File: config.mk
export PLATFORM = sky130hd
export DESIGN_NAME = perceptron_train_ctrl
export DESIGN_NICKNAME = d
export VERILOG_FILES = /design/src/rtl/perceptron_train_ctrl.sv
export SDC_FILE = /design/constraint.sdc
export NUM_CORES = 1
export LEC_CHECK = 0
export CORE_MARGIN = 2
export CORE_UTILIZATION = 40
export DETAILED_ROUTE_END_ITERATION = 12
export SETUP_SLACK_MARGIN = 0.2
export SYNTH_ARGS = -nofsm -noshare
export SYNTH_HDL_FRONTEND = slang
export SYNTH_SLANG_ARGS = --single-unit
export TNS_END_PERCENT = 10
File: constraint.sdc
create_clock -name clk -period 2.7 [get_ports clk]
set_input_delay 0.27 -clock clk [delete_from_list [all_inputs] [get_ports clk]]
set_output_delay 0.27 -clock clk [all_outputs]
set_load 0.02 [all_outputs]
File: src/rtl/perceptron_train_ctrl.sv
// perceptron_train_ctrl
//   Training sequencer for the perceptron datapath. Walks the sample ROM in
//   address order, one epoch per pass, firing one classify/update step per
//   sample and counting misclassifications. Training stops on the first
//   error-free epoch (converged) or after MAX_EPOCHS epochs.
// Ports
//   clk, rst        rising-edge clock, asynchronous active-high reset
//   start, abort    begin training (IDLE/DONE only) / synchronous return to IDLE
//   rom_addr        address to the combinational sample ROM
//   ld_sample       1-cycle pulse: datapath latches ROM data
//   dp_start        1-cycle pulse: datapath begins classify/update
//   dp_done, dp_err datapath step complete / sample was misclassified
//   busy, done      run in progress / run finished (held)
//   converged       valid with done: last epoch had no errors
//   epoch_cnt       epochs completed in this run
//   last_epoch_err  error count of the last completed epoch (saturating)
module perceptron_train_ctrl #(
  parameter int unsigned N_SAMPLES  = 200,
  parameter int unsigned BASE_ADDR  = 0,
  parameter int unsigned ADDR_W     = 8,
  parameter int unsigned MAX_EPOCHS = 100,
  parameter int unsigned EPOCH_W    = 8
) (
  input  logic               clk,
  input  logic               rst,
  input  logic               start,
  input  logic               abort,
  output logic [ADDR_W-1:0]  rom_addr,
  output logic               ld_sample,
  output logic               dp_start,
  input  logic               dp_done,
  input  logic               dp_err,
  output logic               busy,
  output logic               done,
  output logic               converged,
  output logic [EPOCH_W-1:0] epoch_cnt,
  output logic [7:0]         last_epoch_err
);

  localparam int unsigned IDX_W = (N_SAMPLES > 1) ? $clog2(N_SAMPLES) : 1;
  localparam logic [ADDR_W-1:0]  ADDR_FIRST  = ADDR_W'(BASE_ADDR);
  localparam logic [IDX_W-1:0]   IDX_LAST    = IDX_W'(N_SAMPLES - 1);
  localparam logic [EPOCH_W-1:0] EPOCH_LIMIT = EPOCH_W'(MAX_EPOCHS);

  typedef enum logic [2:0] {
    S_IDLE,
    S_ADDR,
    S_LOAD,
    S_FIRE,
    S_WAIT,
    S_EPOCH_END,
    S_DONE
  } state_t;

  state_t           state;
  state_t           state_next;
  logic [IDX_W-1:0] idx;
  logic [7:0]       err;
  logic             epoch_stop;

  // Training ends after an error-free epoch or when the epoch limit is reached.
  assign epoch_stop = (err == '0) || ((epoch_cnt + EPOCH_W'(1)) == EPOCH_LIMIT);

  always_ff @(posedge clk or posedge rst) begin
    if (rst) state <= S_IDLE;
    else     state <= state_next;
  end

  always_comb begin
    state_next = state;
    if (abort) begin
      state_next = S_IDLE;
    end else begin
      case (state)
        S_IDLE, S_DONE: if (start) state_next = S_ADDR;
        S_ADDR:         state_next = S_LOAD;
        S_LOAD:         state_next = S_FIRE;
        S_FIRE:         state_next = S_WAIT;
        S_WAIT:         if (dp_done) state_next = (idx == IDX_LAST) ? S_EPOCH_END : S_ADDR;
        S_EPOCH_END:    state_next = epoch_stop ? S_DONE : S_ADDR;
        default:        state_next = S_IDLE;
      endcase
    end
  end

  // Pulses are registered from the next state so they coincide with LOAD/FIRE.
  always_ff @(posedge clk or posedge rst) begin
    if (rst) begin
      rom_addr       <= ADDR_FIRST;
      ld_sample      <= 1'b0;
      dp_start       <= 1'b0;
      busy           <= 1'b0;
      done           <= 1'b0;
      converged      <= 1'b0;
      epoch_cnt      <= '0;
      last_epoch_err <= '0;
      idx            <= '0;
      err            <= '0;
    end else if (abort) begin
      ld_sample <= 1'b0;
      dp_start  <= 1'b0;
      busy      <= 1'b0;
      done      <= 1'b0;
      converged <= 1'b0;
    end else begin
      ld_sample <= (state_next == S_LOAD);
      dp_start  <= (state_next == S_FIRE);
      case (state)
        S_IDLE, S_DONE: begin
          if (start) begin
            rom_addr       <= ADDR_FIRST;
            idx            <= '0;
            err            <= '0;
            epoch_cnt      <= '0;
            last_epoch_err <= '0;
            done           <= 1'b0;
            converged      <= 1'b0;
            busy           <= 1'b1;
          end
        end
        S_WAIT: begin
          if (dp_done) begin
            if (dp_err && (err != '1)) err <= err + 8'd1;
            if (idx != IDX_LAST) begin
              idx      <= idx + IDX_W'(1);
              rom_addr <= rom_addr + ADDR_W'(1);
            end
          end
        end
        S_EPOCH_END: begin
          epoch_cnt      <= epoch_cnt + EPOCH_W'(1);
          last_epoch_err <= err;
          if (epoch_stop) begin
            converged <= (err == '0);
            done      <= 1'b1;
            busy      <= 1'b0;
          end else begin
            err      <= '0;
            idx      <= '0;
            rom_addr <= ADDR_FIRST;
          end
        end
        default: ;
      endcase
    end
  end

endmodule
* Word level (Yosys, flattened, before mapping)
Cells that the tools add are included. Widths: inputs -> output; s select.
Storage, ports and cells: flip-flop bits (word level) 48, logic and storage cells 79, input bits 6
Cells by class: bitwise operators 1, add/subtract/negate cells 4, reduce and logical (&&, ||, !) cells 12, equal/unequal tests 19, mux-type cells 32
Operators by type and width (number):
- $pmux 8 s3 | 3
- $mux 8 | 8
- $add 8x1->8 const B | 4
- $pmux 8 s2 | 2
- $pmux 3 s6 | 1
- $ne 8x8->1 const B | 2
- $mux 3 | 5
- $eq 3x2->1 const B | 4
- $reduce_and 6->1 | 2
- $mux 1 | 10
- $ne 2x2->1 const B | 5
- $eq 3x3->1 const B | 3
- $eq 8x7->1 const B | 1
- $eq 8x8->1 const B | 1
- $logic_not 8->1 | 1
- $ne 3x3->1 const B | 2
- $pmux 1 s2 | 3
- $reduce_and 3->1 | 2
- $reduce_bool 3->1 | 2
- $eq 3x1->1 const B | 1
- $logic_not 3->1 | 1
- $reduce_bool 2->1 | 1
- $reduce_or 2->1 | 1
- $logic_and 1x1->1 | 1
- other kinds (2) | 2

* Longest topological paths before layout
word-level depth 8, mapped depth 9, mapped depth without buffers 7

* Worst setup path after synthesis
Ideal clock, no wire load.
path type reg-to-reg, start reg epoch_cnt[0], end reg err[5], data required time 2.579 ns, arrival 1.893 ns, cell stages (with the launch flop) 8, path slack 0.686 ns, setup time 0.121 ns, buffers on the path 0, period minus slack after synthesis 2.014 ns, cell sequence dfrtp_1 -> ha_1 -> nand3_2 -> o21a_1 -> o2111ai_4 -> a21o_2 -> o21ai_1 -> a22o_1
Between the ends: longest elaborated chain between the ends 5
RTL lines:
- start: declaration | RTL line 36 | output logic [EPOCH_W-1:0] epoch_cnt,
- start signal: assignment | RTL line 131 | epoch_cnt <= epoch_cnt + EPOCH_W'(1);
- $add 8x1->8 | RTL line 62 | assign epoch_stop = (err == '0) || ((epoch_cnt + EPOCH_W'(1)) == EPOCH_LIMIT);
- $eq 8x7->1 | RTL line 62
- $logic_or 1x1->1 | RTL line 62
- $ne 2x2->1 (no line)
- $reduce_and 6->1 (no line)
- end signal: assignment | RTL line 123 | if (dp_err && (err != '1)) err <= err + 8'd1;
- end: declaration | RTL line 58 | logic [7:0] err;
Every way passes these cells. A chain may end at the register's enable or synchronous reset.

* Worst setup path in the final report
start reg epoch_cnt[0], end reg idx[6]
Between the ends: longest elaborated chain between the ends 5
RTL lines:
- $add 8x1->8 | RTL line 62
- $eq 8x7->1 | RTL line 62
- $logic_or 1x1->1 | RTL line 62
- $ne 2x2->1 (no line)
- $reduce_and 6->1 (no line)
- end signal: assignment | RTL line 125 | idx <= idx + IDX_W'(1);
- end: declaration | RTL line 57 | logic [IDX_W-1:0] idx;
Every way passes these cells.

==> flow_summary.ini <==
[final_layout]
fin_area_sq_um = 3197
insertedDiodeCount = 0
nets = 333
utilization_pct = 49.50
final_layout_size_suffix_gt1_share_pct = 14.02
syn2layout_area_growth_pct = 17.96

[synth]
async_reset_ff_share_pct = 100.0
synth_top_area_cell = dfrtp_1
yosys.cell_types.count = 49
synth_top_area_share_pct = 44.32
ys.flop_type = dfrtp_1
syn_area_sq_um = 2710
synth.avg_cell_area_sq_um = 9.443
ys_seq_area_share_pct = 44.32
syn_nets = 299
post-synth-top-count-cell = dfrtp_1
synth-seq-cells = 48
synth_edf_count = 0
ys_warn_count = 0
synth_area_leaders = dfrtp_1 (44%), o21ai_0 (6.8%), a21oi_1 (3.7%)
synth_commonest_cells = dfrtp_1 (48), o21ai_0 (37), nand2_1 (26)
synthCells = 287

[floorplanning]
die_area_sq_um = 7449
io_pins = 35
die_height_microns = 86.31
die_w_microns = 86.31
fp-row-count = 29
core_sq_um = 6459
start_util_pct = 41.96

[critical_path]
worstPathMaxFanout = 19
crit_type = reg2reg
slowest_delay_ns = 0.44
crit_slowest_cell = dfrtp_1
cp.required_ns = 2.88
cp-start-kind = register
cp-end-kind = register
worst_ep_arrival_time_ns = 2.35
crit_path_cell_trace = ha_1 > nand3_2 > o21a_1 > o2111ai_4 > a21oi_4 > buf_4 > o31ai_1 > o21ai_0

[sta]
hold_slack_ns = 0.4279
hold_viol = 0
fin_crit_sh_pct = 80.25
period_minus_slack_ns = 2.167
slew_headroom_pct = 55.01
clock_skew_ns = 0.007509
slew_violations = 0
finalSetupViolations = 0
tightest_slew_ns = 0.6747
fmax_ghz = 0.4615
setup_tns_ns = 0
rsz0062_at_grt = no
setup_ws_ns = 0.5333

[pwr]
vdd_drop_max_uv = 268.2
power_density_nw_per_um2 = 434.0
leakage_nw = 1.331

[clock_network]
cts_max_level = 2
cts.sink_count = 48
cts-resized-gates = 0
cts_tree = yes
cts_buffers = 5
post_cts_buffers = 0
cts_hold_buf = 0
cts_max_path_buffers = 2
clk-insertion-delay-late_ns = 0.30
clkSlewWorstSetupHoldPaths_ns = 0.09
clockRootBuffer = clkbuf_8

[global_routing]
grt_usage_pct = 17.48
antenna_found_initial = 0
grt_max_degree = 49
grt_pass1_vias = 2161
grt-ovfl-total = 0
grt_first_pass_wirelength_mm = 10.47

[flow_run]
maxCapViolations = 0

[drt]
drtIter0Drc = 179
drtPass1Iterations = 4
ant_nets = 0
via_per_inst = 5.626
drcViolationCount = 0
wl_per_cell_microns = 15.14
wirelength_mm = 6.024
routed-via-count = 2239

[place]
gp_congestion = 0.8452
pre_cts_ws_ns = 0.5547
placed_cell_area_sq_um = 3100
dpl.hpwl_mm = 4.172
port_buffers = 34

[worst_hold_path]
hp-class = in2async

[outcome]
status = completed
-- metrics by stage --
| stage | instances | total power [mW] |
|---|---|---|
| detailed placement | 391 | 0.9360 |
| global route | 398 | 1.457 |
| floorplan | 287 | 0.8872 |
| finish | 398 | 1.387 |
| global placement | 391 | 0.9358 |
| CTS | 398 | 1.406 |
-- power by group --
part	internal, mW	switching [mW]
sequential	0.731	0.0222
clock	0.229	0.239
combinational	0.0596	0.107
total	1.02	0.368
-- metal layers --
layer	vias to the layer above	global-route usage (%)	wire (microns)
li1	1111	-	-
met1	1079	25.53	2970
met2	43	26.71	2797
met3	6	2.762	177
met4	0	5.540	79
met5	-	0	0
-- path summary, 6_finish.rpt --
| kind | start | to | slack [ns] | depth (start not counted) |
|---|---|---|---|---|
| worst max-delay path | epoch_cnt[0]$_DFFE_PP0P_ | idx[6]$_DFFE_PP0P_ | 0.53 | 8 |
| worst min-delay path | rst | busy$_DFFE_PP0P_ | 0.43 | 3 |
| worst max register to register | epoch_cnt[0]$_DFFE_PP0P_ | idx[6]$_DFFE_PP0P_ | 0.53 | 8 |
| worst min register to register | last_epoch_err[3]$_DFFE_PP0P_ | last_epoch_err[3]$_DFFE_PP0P_ | 0.49 | 2 |
| max in group asynchronous | rst | last_epoch_err[1]$_DFFE_PP0P_ | 1.83 | 3 |
| min in group clk | last_epoch_err[3]$_DFFE_PP0P_ | last_epoch_err[3]$_DFFE_PP0P_ | 0.49 | 2 |
-- kinds of logic after synthesis --
logic type / synth area share (%)
compound gates: 22.21
xor+xnor: 1.293
fa+ha+maj: 2.770
buf+inv: 5.309
flops: 44.32
simple gates: 24.10
-- critical path, delay by kind of cell (launching register included) --
kind | cells | cell delay (ns)
DFF | 1 | 0.44
AOI/OAI and AO/OA | 5 | 0.97
and+or+nand+nor | 1 | 0.13
buffers and inverters | 1 | 0.23
adders and majority gates | 1 | 0.27
-- area by class of cell --
type	count	area, sq um
Inverter	14	52.55
Clock buffer	7	96.34
Timing Repair Buffer	40	385.4
Multi-Input combinational cell	212	1365
Sequential cell	48	1201
Tap cell	77	96.34
Fill cell	622	3262
-- registers in the layout (all words and copies together) (netlist names) --
name and cells:
state 3, dp_start 1, epoch_cnt 8, converged 1
ld_sample 1, err 8, last_epoch_err 8, busy 1
idx 8, rom_addr 8, done 1
-- placed cells by master (no fill, tap or decap), drive strengths merged --
cell type	count
and3	10
nand2	26
o31ai	2
a21o	1
a2111oi	1
clkdlybuf4s50	34
a21oi	21
nor2	24
clkbuf	7
nor2b	2
nor3	17
nand4	7
o21a	1
o22ai	3
a41o	1
xor2	2
nand2b	3
o211ai	1
o2111ai	1
a31oi	5
ha	6
buf	6
o2bb2ai	1
dfrtp	48
o41ai	1
nand3	11
nor4	3
and2	4
inv	14
xnor2	2
o211a	1
a211oi	2
o21ai	41
a41oi	2
or3	3
o32a	1
a22o	6
(Power assumes the default switching activity.)
